[src/rtl/seg7_pkg.sv]
// ---------------------------------------------------------------------------
// seg7_pkg
// Shared 7-segment definitions for display blocks.
//   bcd_t       : one BCD digit (4 bits)
//   SEG_BLANK   : all segments off (active-high encoding)
//   SEG_DASH    : middle bar only, shown for invalid digits
//   SEG_TABLE   : segment patterns {g,f,e,d,c,b,a} for digits 0..9
// ---------------------------------------------------------------------------
package seg7_pkg;

    typedef logic [3:0] bcd_t;

    localparam logic [6:0] SEG_BLANK = 7'h00;
    localparam logic [6:0] SEG_DASH  = 7'h40;

    // Entry [d] is the active-high pattern for digit d.
    localparam logic [9:0][6:0] SEG_TABLE = {
        7'h6F, 7'h7F, 7'h07, 7'h7D, 7'h6D,
        7'h66, 7'h4F, 7'h5B, 7'h06, 7'h3F
    };

endpackage : seg7_pkg

[src/rtl/bcd_to_seg7.sv]
// ---------------------------------------------------------------------------
// bcd_to_seg7
// Purely combinational BCD to 7-segment decoder (active-high segments).
// Values 10..15 decode to a dash.
// Ports:
//   bcd_i  in  4  BCD digit
//   seg_o  out 7  segments {g,f,e,d,c,b,a}
// ---------------------------------------------------------------------------
module bcd_to_seg7
    import seg7_pkg::*;
(
    input  logic [3:0] bcd_i,
    output logic [6:0] seg_o
);

    // Table lookup for legal digits, dash for anything above nine.
    always_comb begin
        seg_o = SEG_DASH;
        if (bcd_i <= 4'd9) begin
            seg_o = SEG_TABLE[bcd_i];
        end else begin
            seg_o = SEG_DASH;
        end
    end

endmodule : bcd_to_seg7

[src/rtl/bcd_seg_scan.sv]
// ---------------------------------------------------------------------------
// bcd_seg_scan
// Time-multiplexed common-select 7-segment driver for a packed BCD count.
// A pending buffer captures bcd on load; the shadow buffer that feeds the
// display only changes at the frame boundary, so a frame is never torn.
// The last clock of every digit slot is blanked to avoid ghosting.
//
// Parameters:
//   DIGITS         number of digits / display positions (1..8)
//   PRESCALE       clk cycles per digit slot (>= 2)
//   SEG_ACTIVE_LOW 1 inverts seg (dig_sel stays active-high)
// Optional build macro:
//   LEAD_ZERO_BLANK_EN  blank digits above the most-significant nonzero
//                       shadow digit (digit 0 always shown)
// Ports:
//   clk      in   1         system clock
//   rst      in   1         synchronous active-high reset
//   bcd      in   4*DIGITS  packed BCD, digit 0 in [3:0]
//   load     in   1         capture bcd into pending buffer
//   seg      out  7         segments {g,f,e,d,c,b,a}, registered
//   dig_sel  out  DIGITS    one-hot digit enable, registered
//   frame    out  1         one-cycle pulse after each full scan
//   err      out  1         sticky invalid-BCD flag
// ---------------------------------------------------------------------------
module bcd_seg_scan
    import seg7_pkg::*;
#(
    parameter int DIGITS         = 4,
    parameter int PRESCALE       = 1000,
    parameter int SEG_ACTIVE_LOW = 0
) (
    input  logic                  clk,
    input  logic                  rst,
    input  logic [4*DIGITS-1:0]   bcd,
    input  logic                  load,
    output logic [6:0]            seg,
    output logic [DIGITS-1:0]     dig_sel,
    output logic                  frame,
    output logic                  err
);

    localparam int PW    = $clog2(PRESCALE);
    localparam int IDX_W = (DIGITS > 1) ? $clog2(DIGITS) : 1;
    localparam logic [PW-1:0]    PRE_LAST = PW'(PRESCALE - 1);
    localparam logic [IDX_W-1:0] IDX_LAST = IDX_W'(DIGITS - 1);
    localparam logic [6:0]       SEG_OFF  = (SEG_ACTIVE_LOW != 0) ? ~SEG_BLANK : SEG_BLANK;

    // True when any nibble of a packed word is outside 0..9.
    function automatic logic has_invalid(input logic [4*DIGITS-1:0] v);
        logic bad;
        bad = 1'b0;
        for (int i = 0; i < DIGITS; i++) begin
            bad = bad | (v[4*i +: 4] > 4'd9);
        end
        return bad;
    endfunction

    logic [PW-1:0]         prescale_q, prescale_d;
    logic [IDX_W-1:0]      idx_q, idx_d;
    logic [4*DIGITS-1:0]   pending_q, pending_d;
    logic [4*DIGITS-1:0]   shadow_q, shadow_d;
    logic                  err_q, err_d;
    logic                  frame_q, frame_d;
    logic [6:0]            seg_q, seg_d;
    logic [DIGITS-1:0]     dig_q, dig_d;

    logic                  slot_end_s;
    logic                  boundary_s;
    logic [3:0]            cur_digit_s;
    logic [6:0]            dec_seg_s;
    logic [DIGITS-1:0]     lz_blank_s;

    assign cur_digit_s = shadow_q[{idx_q, 2'b00} +: 4];

    bcd_to_seg7 u_dec (
        .bcd_i (cur_digit_s),
        .seg_o (dec_seg_s)
    );

`ifdef LEAD_ZERO_BLANK_EN
    // Walk from the top digit down; a digit is blank until a nonzero
    // (or invalid) digit has been seen at or above it. Digit 0 never blanks.
    always_comb begin
        logic nz_seen;
        nz_seen    = 1'b0;
        lz_blank_s = '0;
        for (int i = DIGITS - 1; i >= 0; i--) begin
            nz_seen       = nz_seen | (shadow_q[4*i +: 4] != 4'd0);
            lz_blank_s[i] = ~nz_seen & (i != 0);
        end
    end
`else
    assign lz_blank_s = '0;
`endif

    // Next-state logic for scan counters, buffers and output registers.
    always_comb begin
        slot_end_s = (prescale_q == PRE_LAST);
        boundary_s = slot_end_s && (idx_q == IDX_LAST);

        if (slot_end_s) begin
            prescale_d = '0;
            idx_d      = (idx_q == IDX_LAST) ? '0 : idx_q + IDX_W'(1);
        end else begin
            prescale_d = prescale_q + PW'(1);
            idx_d      = idx_q;
        end

        pending_d = load ? bcd : pending_q;

        // On the boundary edge a simultaneous load bypasses pending.
        if (boundary_s) begin
            shadow_d = load ? bcd : pending_q;
            err_d    = err_q | has_invalid(shadow_d);
        end else begin
            shadow_d = shadow_q;
            err_d    = err_q;
        end

        frame_d = boundary_s;

        if (slot_end_s) begin
            dig_d = '0;
            seg_d = SEG_BLANK;
        end else begin
            dig_d = DIGITS'(1'b1) << idx_q;
            seg_d = lz_blank_s[idx_q] ? SEG_BLANK : dec_seg_s;
        end

        if (SEG_ACTIVE_LOW != 0) begin
            seg_d = ~seg_d;
        end else begin
            seg_d = seg_d;
        end
    end

    // State and output registers with synchronous reset.
    always_ff @(posedge clk) begin
        if (rst) begin
            prescale_q <= '0;
            idx_q      <= '0;
            pending_q  <= '0;
            shadow_q   <= '0;
            err_q      <= 1'b0;
            frame_q    <= 1'b0;
            seg_q      <= SEG_OFF;
            dig_q      <= '0;
        end else begin
            prescale_q <= prescale_d;
            idx_q      <= idx_d;
            pending_q  <= pending_d;
            shadow_q   <= shadow_d;
            err_q      <= err_d;
            frame_q    <= frame_d;
            seg_q      <= seg_d;
            dig_q      <= dig_d;
        end
    end

    assign seg     = seg_q;
    assign dig_sel = dig_q;
    assign frame   = frame_q;
    assign err     = err_q;

endmodule : bcd_seg_scan

[config.mk]
export PLATFORM = sky130hd
export DESIGN_NAME = bcd_seg_scan
export DESIGN_NICKNAME = d
export VERILOG_FILES = /design/src/rtl/seg7_pkg.sv /design/src/rtl/bcd_to_seg7.sv /design/src/rtl/bcd_seg_scan.sv
export SDC_FILE = /design/constraint.sdc
export NUM_CORES = 1
export LEC_CHECK = 0
export CAP_MARGIN = 30
export CORE_MARGIN = 2
export CORE_UTILIZATION = 29
export DETAILED_ROUTE_END_ITERATION = 8
export MAX_ROUTING_LAYER = met4
export SETUP_SLACK_MARGIN = 0.3
export SYNTH_ARGS = -nofsm -noshare
export SYNTH_HDL_FRONTEND = slang
export SYNTH_SLANG_ARGS = --single-unit
export TNS_END_PERCENT = 100
[constraint.sdc]
create_clock -name clk -period 2.9 [get_ports clk]
set_input_delay 0.87 -clock clk [delete_from_list [all_inputs] [get_ports clk]]
set_output_delay 0.87 -clock clk [all_outputs]
set_load 0.01 [all_outputs]
After elaboration in Yosys (flattened, before gate mapping)
Memory sizes are Yosys's and may differ from the RTL's.
Index checks and enable logic that the tools add are counted.
{"block": "word_totals", "output_inout_bits": 13, "mem_bits_ro": 112, "memories": 1, "register_bits": 57, "elab_cells": 38, "in_bits": 19}
{"block": "classes", "mux": 6, "reduce_logical": 4, "eq_ne": 2, "magnitude_cmp": 7, "n_bitwise": 5, "add_sub_neg": 2, "shifts": 2}
{"name": "(no name shown)", "depth": 16, "width": 7, "rd": 1, "rd_ports_with_merged_regs": 0, "wr": 0, "line_no": "bcd_to_seg7.sv:20", "source": "seg_o = SEG_TABLE[bcd_i];"}
{"operator": "4-bit greater-than comparator (second input constant)", "count": 4}
{"operator": "16-bit 2-to-1 mux", "count": 1}
{"operator": "16-bit by 5-bit variable part select with 4-bit output", "count": 1}
{"operator": "7-bit 2-to-1 mux", "count": 2}
{"operator": "10-bit by 1-bit adder with 10-bit output (second input constant)", "count": 1}
{"operator": "10-bit equality test (second input constant)", "count": 1}
{"operator": "4-bit by 5-bit < comparator with 1-bit output (second input constant)", "count": 1}
{"operator": "4-bit less-or-equal comparator (second input constant)", "count": 1}
{"operator": "1-bit OR", "count": 4}
{"operator": "4-bit OR reduction", "count": 1}
{"operator": "1-bit by 2-bit left shift with 4-bit output (first input constant)", "count": 1}
{"operator": "2-bit by 3-bit < comparator with 1-bit output (second input constant)", "count": 1}
{"operator": "3-bit OR reduction", "count": 1}
{"operator": "2-bit by 1-bit adder with 2-bit output (second input constant)", "count": 1}
{"operator": "1-bit binary-select mux with 2-bit select", "count": 1}
{"operator": "2-bit equality test (second input constant)", "count": 1}
{"operator": "2-bit 2-to-1 mux", "count": 1}
{"operator": "2-bit OR reduction", "count": 1}
{"operator": "1-bit logical AND", "count": 1}
{"operator": "1-bit 2-to-1 mux", "count": 1}
{"operator": "1-bit NOT", "count": 1}

Depth between registers and ports, before layout
Gate-level depths: netlist (run 1).
{"block": "logic_depth", "depth_word": 6, "ltp_mapped": 9, "ltp_nobuf": 8}

Modules after synthesis
Synthesis (run 1) repeated with hierarchy kept, for this count alone.
{"block": "unflattened", "cells_unflattened": 245, "area_unflattened_um2": 2506.2}
{"module": "bcd_seg_scan", "area_each_um2": 2265.9, "cells_each": 214, "instances": 1, "seq_area_each_um2": 1141.1}
{"module": "bcd_to_seg7", "area_each_um2": 240.2, "cells_each": 31, "instances": 1, "seq_area_each_um2": 0.0}

Worst setup path before layout (run 1)
OpenSTA, ideal clock, no wires.
{"block": "synth_timing", "path_kind": "register to register", "startpoint": "reg idx_q[0]", "endpoint": "reg seg_q[5], in the netlist seg[5]", "setup_ns": 0.066, "synth_period_minus_slack_ns": 2.107, "required_ns": 2.834, "path_stages_with_launch": 9, "n_path_buf": 1, "slack_ns": 0.793, "t_arrival_ns": 2.041, "path_cell_list": "dfxtp_1 > buf_6 > mux4_1 > inv_1 > ha_1 > nor2_1 > and2_4 > or3_1 > a21oi_2"}
{"block": "synth_via", "elab_chain_cells": 4, "word_cells_on_any_way": 8, "cone_classes": "order compare: 1; shift: 1; mux: 3; bitwise: 1; reduce/logical: 1; memory: 1"}
{"element": "start, declared", "line_no": "bcd_seg_scan.sv:59", "source": "logic [IDX_W-1:0] idx_q, idx_d;"}
{"element": "start signal, assigned", "line_no": "bcd_seg_scan.sv:150", "source": "idx_q <= idx_d;"}
{"element": "16-bit by 5-bit variable part select with 4-bit output", "line_no": "bcd_seg_scan.sv:73", "source": "assign cur_digit_s = shadow_q[{idx_q, 2'b00} +: 4];"}
{"element": "4-bit less-or-equal comparator", "line_no": "bcd_to_seg7.sv:19", "source": "if (bcd_i <= 4'd9) begin"}
{"element": "1-bit NOT (no line)"}
{"element": "4-bit OR reduction (no line)"}
{"element": "end signal, assigned", "line_no": "bcd_seg_scan.sv:155", "source": "seg_q <= seg_d;"}
{"element": "end, declared", "line_no": "bcd_seg_scan.sv:64", "source": "logic [6:0] seg_q, seg_d;"}
Several ways; a longest one is shown, not always the timed one. The select of a mux whose other input is x is not followed.
A chain may end at the register's enable or synchronous reset.

Worst setup path after layout (run 1)
Same ends and word-level chain as after synthesis.

==> run_results.csv, run 1 <==
group,metric,value,unit
run_status,status,"finished, final reports clean",
grt,global_route.usage.total,11.78,%
logic_synthesis,synth_fp_nets,284,
clock_tree,clk_pin_slew,0.06,ns
logic_synthesis,synth_enable_flop_cells,0,
timing,maxSlewHeadroom,61.73,%
clock_tree,postCtsHoldBufs,0,
setup_path,worstPathArrival,2.46,ns
logic_synthesis,synth_area_leaders,"dfxtp_1 48%, nor2_1 13%, mux2i_1 7.2%, a21oi_1 4.7%, ha_1 4.2%",
finish,antenna_cells,0,
clock_tree,cts_buffer_depth,2,
routing,vias,1822,
timing,tightest_slew,0.5688,ns
setup_path,path_cells,"mux4_1, inv_1, ha_1, nor2_1, and2_4, or3_1, a21oi_2",
flow_run,max_cap_viol_count,0,
timing,rsz0062_at_grt,"no",
logic_synthesis,avgSynthCellArea,9.211,sq um
routing,drt_iter0_drc,55,
setup_path,cp_slowest_stage_delay,0.69,ns
timing,setup_viol,0,
grt,antenna_found_initial,0,
die,core_area,0.007807,sq mm
logic_synthesis,synth_common_cells,"79 x nor2_1, 57 x dfxtp_1, 22 x a21oi_1, 17 x mux2i_1, 9 x clkbuf_1",
clock_tree,post-cts-setup-buffer-count,0,
routing,viasPerCell,4.624,
routing,detail_route.wirelength,4573,um
grt,first_global_vias,1671,
placement,dp_cells,379,
clock_tree,htree_levels,3,
timing,hold_viol,0,
timing,fin_skew,0.006615,ns
die,initial_utilization,30.32,%
logic_synthesis,synth_cell_types,39,
worst_hold_path,hp-class,"reg2reg",
logic_synthesis,yosysWarningCount,0,
logic_synthesis,ys_seq_area_share,48.20,%
die,die_h,94.35,um
die,die-area,0.008902,sq mm
die,die_w,94.35,um
timing,holdWs,0.4676,ns
timing,timing.final.ws_setup,0.7129,ns
setup_path,cp.required,3.17,ns
routing,drtPass1Iterations,4,
routing,drc,0,
grt,grt_pass1_wl,7755,um
clock_tree,cts_tree,"yes",
finish,fin_nets,315,
power_and_ir_drop,p_leak,1.195,nW
die,ioPinCount,32,
logic_synthesis,yosysMostFrequentCell,"nor2_1",
routing,drt.antenna.violating_nets,0,
logic_synthesis,synthesis.area,0.002367,sq mm
finish,drive_gt1_share,8.904,%
grt,grt_max_degree,39,
clock_tree,ctsResizeCount,0,
power_and_ir_drop,ir_drop,0.0002983,V
routing,routedWlPerCell,11.61,um
timing,finalMaxSlewViolations,0,
power_and_ir_drop,finalPower,1.655,mW
logic_synthesis,synth_cells,257,
timing,timing.fmax,0.4572,GHz
clock_tree,cts_root_buf,"clkbuf_8",
placement,gp_congestion,0.7143,
setup_path,cp-end-kind,"flip-flop",
logic_synthesis,synthFlopType,"dfxtp_1",
placement,dp_slack,0.4236,ns
placement,port_buffers,31,
setup_path,worstSetupStartpointType,"flip-flop",
clock_tree,cts.sinks,57,
setup_path,worstPathMaxFanout,5,
timing,tns,0,ns
timing,fin_crit,2.187,ns
logic_synthesis,synth_top_cell_area_share,48.20,%
setup_path,worst_path_max_delay_cell,"mux4_1",
die,rows,32,
logic_synthesis,yosys_register_bits,57,
power_and_ir_drop,powerDensity,556.9,mW/mm^2
clock_tree,numCtsBuffers,9,
clock_tree,clk_latency,0.34,ns
setup_path,worstSetupPathType,"reg2reg",
finish,layoutNonFillerInstCount,394,
grt,grt_overflow_total,0,
placement,dp_hpwl,3281,um
logic_synthesis,yosysTopAreaCell,"dfxtp_1",
finish,area_growth,25.53,%
timing,period_share,75.42,%
logic_synthesis,postSynth.asyncResetShare,0,%
-- report_power, final --
part	internal, mW	switching (mW)
Combinational	0.0570	0.0525
Clock	0.436	0.294
Sequential	0.805	0.0102
-- layer usage --
layer  wire [um]  vias up  share of wire [%]  track usage [%]
met5           0        -                  0                -
met4          66        0                1.4            3.986
met3         275        8                6.0            5.746
met2        1931       45                 42            17.26
met1        2300      835                 50            14.17
li1            -      934                  -                -
-- worst paths after layout --
path,from,endpoint,cells past startpoint,slack [ns]
worst max-delay path,idx_q[0],seg[5],7,0.71
worst min-delay path,prescale_q[0],prescale_q[0],1,0.47
worst max register to register,idx_q[0],seg[5],7,0.71
worst min register to register,prescale_q[0],prescale_q[0],1,0.47
-- critical path, delay by kind of cell, from the launching register on --
family	cells	cell delay, ns
AOI/OAI and AO/OA	1	0.11
adders and majority gates	1	0.20
buffers and inverters	1	0.14
DFF	1	0.40
muxes	1	0.69
and+or+nand+nor	3	0.58
-- sequential cells by signal, indices dropped and copies added (netlist names) --
signal / cells
frame: 1
prescale_q: 10
dig_sel: 4
seg: 7
idx_q: 2
pending_q: 16
shadow_q: 16
err: 1
-- stage by stage --
step | utilization (%) | cell area [sq um]
finish | 38.06 | 2972
global route | 38.06 | 2972
CTS | 38.06 | 2972
detailed placement | 35.56 | 2776
global placement | 35.56 | 2776
floorplan | - | 2367
-- kinds of logic after synthesis --
family / count (synthesis) / share of synthesized area (%)
AO/OA/AOI/OAI: 32 / 8.140
XOR/XNOR: 8 / 2.960
adder cells (fa/ha/maj): 8 / 4.228
buffers and inverters: 19 / 3.646
flip-flops: 57 / 48.20
multiplexers: 21 / 11.47
AND/OR/NAND/NOR: 112 / 21.35
-- area by class of cell --
| class | count | area [sq um] |
|---|---|---|
| clock buffers | 12 | 155.1 |
| well taps | 102 | 127.6 |
| inverters | 4 | 15.01 |
| flip-flops and latches | 57 | 1141 |
| fillers | 818 | 4836 |
| multi-input cells | 181 | 1140 |
| repair buffers | 35 | 352.8 |
| clock inverters | 3 | 40.04 |
-- cells in the final DEF, fill, tap and decap left out, types with 3 or more instances in the layout --
cell	instances
a211oi_1	3
a21oi_1	22
buf_4	3
clkbuf_8	11
clkdlybuf4s50_1	31
dfxtp_1	57
ha_1	8
inv_1	4
mux2i_1	17
mux4_1	3
nand2_1	3
nand3_1	6
nor2_1	79
nor3_1	6
xnor2_1	4
xor2_1	4
(Power assumes the default switching activity.)
==> inputs of run 2 (changes only) <==
- clock period: 2.9 -> 2.11 ns (I/O delays scaled with it)
==> run 2 against run 1 <==
  * Sequential share of layout area down 2.4 points
  * Global-route usage increased by 1.5 points
  * Core utilization grew 2.7 points
  * Register-to-register slack worse by 0.49 ns
  * Combinational power increased by 65%
  * Design area up 7.2%
  * First-iteration DRC count increased by 89%
  * Via count increased by 3.5%
  * Critical path depth did not move
  * Critical path type unchanged
==> run_results.csv, run 2 (same netlist as run 1, synthesis figures left out) <==
group,metric,value,unit
run_status,status,"finished, final reports clean",
clock_tree,numCtsBuffers,9,
finish,antenna_cells,0,
grt,global_route.usage.total,13.28,%
finish,top_regs,"pending_q: 16 flops, shadow_q: 16 flops, prescale_q: 10 flops",
grt,grt_overflow_total,0,
setup_path,cp_slowest_stage_delay,0.55,ns
power_and_ir_drop,p_leak,1.330,nW
finish,drive_gt1_share,18.97,%
finish,mostFrequentLayoutCells,"78 x nor2_1, 56 x dfxtp_1, 22 x a21oi_1",
die,die-area,0.008902,sq mm
flow_run,max_cap_viol_count,0,
placement,post_dp_cell_area,0.002895,sq mm
grt,grt_max_degree,34,
finish,area_growth,34.51,%
timing,rsz0062_at_grt,"yes",
timing,timing.fmax,0.5310,GHz
placement,gp_congestion,0.7622,
setup_path,regToRegSetupSlack,0.23,ns
timing,fin_crit,1.883,ns
die,die_h,94.35,um
setup_path,worst_path_max_delay_cell,"mux4_2",
timing,setup_viol,0,
finish,nFillCells,795,
clock_tree,cts_tree,"yes",
power_and_ir_drop,ir_drop,0.0003473,V
placement,dp_hpwl,3509,um
routing,drt_iter0_drc,104,
placement,dp_slack,-0.04309,ns
setup_path,cp_top_family,"multiplexers",
setup_path,cp.required,2.38,ns
routing,routedWlPerCell,12.37,um
clock_tree,cts_root_buf,"clkbuf_8",
clock_tree,clk_pin_slew,0.06,ns
die,initial_utilization,30.32,%
die,rows,32,
routing,drt.antenna.violating_nets,0,
finish,multi_input_area,0.001191,sq mm
routing,drtPass1Iterations,4,
timing,hold_viol,0,
routing,viasPerCell,4.564,
setup_path,path_cells,"mux4_2, inv_4, ha_4, nor2_4, and2_4, or3_4, a21oi_2",
setup_path,critical_path_buf_inv_count,1,
setup_path,worstPathArrival,2.16,ns
die,core_area,0.007807,sq mm
clock_tree,cts_buffer_depth,2,
grt,grt_pass1_wl,8763,um
setup_path,worstSetupPathType,"reg2reg",
finish,layoutNonFillerInstCount,413,
die,die_w,94.35,um
routing,drc,0,
placement,port_buffers,31,
setup_path,cp-end-kind,"flip-flop",
timing,timing.final.ws_setup,0.2269,ns
finish,final_common_cell,"nor2_1",
clock_tree,clk_latency,0.34,ns
timing,finalMaxSlewViolations,0,
placement,dp_cells,392,
routing,detail_route.wirelength,5110,um
timing,period_share,89.25,%
routing,vias,1885,
die,ioPinCount,32,
clock_tree,cts.sinks,57,
power_and_ir_drop,powerDensity,734.9,mW/mm^2
worst_hold_path,hp-class,"reg2reg",
timing,maxSlewHeadroom,79.54,%
timing,holdWs,0.4639,ns
clock_tree,postCtsHoldBufs,0,
grt,first_global_vias,1878,
finish,regArea,0.001145,sq mm
finish,fin_area,0.003184,sq mm
finish,fin_nets,333,
setup_path,worstSetupStartpointType,"flip-flop",
clock_tree,htree_levels,3,
grt,antenna_found_initial,0,
timing,fin_skew,0.008764,ns
timing,tightest_slew,0.2983,ns
setup_path,worstPathMaxFanout,4,
==> run 2: per-stage QoR <==
| step | power [mW] | util (%) | TNS [ns] |
|---|---|---|---|
| 2_1_floorplan | 1.224 | - | 0 |
| 3_3_place_gp | 1.318 | 37.08 | 0 |
| 3_5_place_dp | 1.319 | 37.08 | -0.04309 |
| 4_1_cts | 2.363 | 39.86 | 0 |
| 5_1_grt | 2.443 | 40.79 | 0 |
| 6_report | 2.340 | 40.79 | 0 |
==> run 2: report_power, final <==
group / internal, mW / leakage, nW / switching [mW] / total [mW]
Sequential: 1.10 / 0.466 / 0.0139 / 1.12
Clock: 0.605 / 0.109 / 0.436 / 1.04
Combinational: 0.0976 / 0.755 / 0.0830 / 0.181
Total: 1.81 / 1.33 / 0.533 / 2.34
==> run 2: routing by layer <==
metal  vias up  track usage, %  wire [um]  part of all wire (%)
li1        968               -          -                     -
met1       881           16.39       2433                    48
met2        29           20.06       2403                    47
met3         7           4.629        204                   4.0
met4         0           5.072         68                   1.3
met5         -               -          0                     0
==> run 2: worst paths after layout <==
check / startpoint / end / cells past startpoint
setup reg to reg: idx_q[0] / seg[5] / 7
setup / recovery: idx_q[0] / seg[5] / 7
hold / removal: prescale_q[0] / prescale_q[0] / 1
hold reg to reg: prescale_q[0] / prescale_q[0] / 1
==> run 2: cell type report <==
type	instances	share of cell area, %
well taps	102	4.008
clock inverters	5	1.690
clock buffers	11	4.754
multi-input cells	181	37.41
inverters	4	0.6287
flip-flops and latches	57	35.95
repair buffers	53	15.56
==> run 2: timing repair <==
item / CTS / global route
buffers inserted: 3 / 1
cloned: 0 / 1
pin swaps: 0 / 4
resized for setup: 17 / 9
setup endpoints to repair: 18 / 17
==> inputs of run 3 (changes only) <==
- CORE_MARGIN: 2 -> 4
==> run 3 against run 2 <==
  * Non-clock buffer count up 4
  * Clock-buffer cell count increased by 1
  * Largest cell class unchanged
  * Hold slack about the same
  * Combinational power barely moved
  * Final cell count rose by 0.73%
  * Critical endpoint unchanged
  * Largest power group unchanged
  * Clock power hardly changed
==> run_results.csv, run 3 (same netlist as run 1, synthesis figures left out) <==
group,metric,value,unit
die,initial_utilization,30.17,%
finish,fin_nets,337,
run_status,status,"finished, final reports clean",
timing,period_share,90.93,%
finish,area_growth,37.32,%
power_and_ir_drop,ir_drop,0.0003236,V
routing,viasPerCell,4.534,
routing,detail_route.wirelength,5100,um
clock_tree,htree_levels,3,
die,core_area,0.007848,sq mm
clock_tree,cts_buffer_depth,2,
finish,top_regs,"pending_q: 16 flops, shadow_q: 16 flops, prescale_q: 10 flops",
setup_path,worstSetupPathType,"reg2reg",
grt,first_global_vias,1884,
setup_path,path_cells,"mux4_2, inv_4, ha_4, nor2_4, and2_4, or3_4, a21oi_2",
setup_path,worstPathArrival,2.18,ns
setup_path,worstPathMaxFanout,4,
setup_path,worstSetupStartpointType,"flip-flop",
power_and_ir_drop,pwr-share-seq,48.6,%
finish,drive_gt1_share,20.70,%
routing,drt_iter0_drc,101,
power_and_ir_drop,power.internal,1.803,mW
placement,gp_congestion,0.7718,
timing,setup_viol,0,
setup_path,worst_path_max_delay_cell,"mux4_2",
timing,finalMaxSlewViolations,0,
placement,dp_hpwl,3530,um
die,die_w,98.35,um
placement,dp_cells,391,
clock_tree,cts.sinks,57,
setup_path,cp.required,2.37,ns
finish,final_common_cell,"nor2_1",
power_and_ir_drop,sw_frac_of_total,21.83,%
setup_path,cp_slowest_stage_delay,0.55,ns
worst_hold_path,hp-class,"reg2reg",
clock_tree,postCtsHoldBufs,0,
finish,nFillCells,808,
timing,fin_skew,0.008507,ns
die,die_h,98.35,um
power_and_ir_drop,p_clk_share,43.6,%
power_and_ir_drop,p_comb_share,7.8,%
grt,global_route.usage.total,11.22,%
clock_tree,cts_root_buf,"clkbuf_8",
grt,grt_overflow_total,0,
setup_path,cp_top_family,"multiplexers",
routing,drc,0,
placement,port_buffers,31,
timing,timing.fmax,0.5212,GHz
grt,grt_pass1_wl,8562,um
clock_tree,cts_tree,"yes",
finish,final_util,41.42,%
routing,routedWlPerCell,12.26,um
timing,holdWs,0.4642,ns
finish,layoutNonFillerInstCount,416,
die,die-area,0.009673,sq mm
timing,tns,0,ns
power_and_ir_drop,p_leak,1.433,nW
power_and_ir_drop,power.switching,503.5,uW
finish,mostFrequentLayoutCells,"78 x nor2_1, 56 x dfxtp_1, 23 x buf_4",
timing,hold_viol,0,
die,ioPinCount,32,
clock_tree,clk_pin_slew,0.06,ns
clock_tree,clk_latency,0.33,ns
timing,fin_crit,1.919,ns
grt,grt_max_degree,34,
timing,maxSlewHeadroom,80.47,%
routing,drtPass1Iterations,4,
routing,drt.antenna.violating_nets,0,
setup_path,critical_path_buf_inv_count,1,
setup_path,regToRegSetupSlack,0.19,ns
finish,antenna_cells,0,
clock_tree,numCtsBuffers,9,
power_and_ir_drop,powerDensity,709.5,mW/mm^2
die,rows,32,
flow_run,max_cap_viol_count,0,
routing,vias,1886,
timing,tightest_slew,0.2848,ns
grt,antenna_found_initial,0,
setup_path,cp-end-kind,"flip-flop",
power_and_ir_drop,finalPower,2.306,mW
timing,rsz0062_at_grt,"yes",
==> run 3: cell count changes in the layout (fill, tap and decap cells not counted), sizes merged <==
cell	previous run	this run
clkbuf	12	13
buf	21	25
dlymetal6s2s	1	10
clkinv	4	2
dlygate4sd2	13	4
==> run 3: layout make-up <==
class                      count  area [sq um]  share of cell area (%)
multi-input combinational    181          1204                   37.03
sequential                    57          1145                   35.22
timing repair buffer          57         559.3                   17.21
clock buffer                  12         155.1                   4.773
tap                          102         127.6                   3.926
clock inverter                 3         40.04                   1.232
inverter                       4         20.02                  0.6159
==> run 3: final timing paths <==
path | startpoint | endpoint | cells past startpoint
setup reg to reg | idx_q[0] | seg[5] | 7
hold reg to reg | prescale_q[0] | prescale_q[0] | 1
hold / removal | prescale_q[0] | prescale_q[0] | 1
setup / recovery | idx_q[0] | seg[5] | 7
==> run 3: per-stage QoR <==
step           instance area [sq um]  setup slack, ns
6_report                        3251           0.1914
5_1_grt                         3251           0.1120
4_1_cts                         3115           0.2270
3_5_place_dp                    2888         -0.04702
3_3_place_gp                    2888         0.005809
2_1_floorplan                   2389           0.1785
==> run 3: worst register-to-register path, stage by stage, from the launching register on <==
cell	delay (ns)
dfxtp_4	0.37
mux4_2	0.55
inv_4	0.12
ha_4	0.16
nor2_4	0.03
and2_4	0.16
or3_4	0.33
a21oi_2	0.13
==> run 3: routing by layer <==
layer | wire length [um] | track usage (%) | vias to the layer above
met5 | 0 | - | -
met4 | 45 | 2.836 | 0
met3 | 241 | 4.714 | 5
met2 | 2431 | 17.84 | 30
met1 | 2381 | 13.13 | 881
li1 | - | - | 970
==> run 3: timing repair <==
| item | in CTS | in global routing |
|---|---|---|
| setup endpoints to repair | 9 | 29 |
| gates cloned | 0 | 1 |
| resized for setup | 9 | 20 |
| pin swaps | 0 | 5 |
| setup buffers | 4 | 5 |
| hold endpoints to repair | 0 | 0 |
==> run 3: power groups by stage <==
stage          combinational (mW)  clock, mW  sequential [mW]
6_report                    0.180       1.01             1.12
4_1_cts                     0.172       1.03             1.12
3_3_place_gp                0.173          0             1.14
3_5_place_dp                0.173          0             1.14
5_1_grt                     0.196       1.08             1.12
2_1_floorplan              0.0789          0             1.14
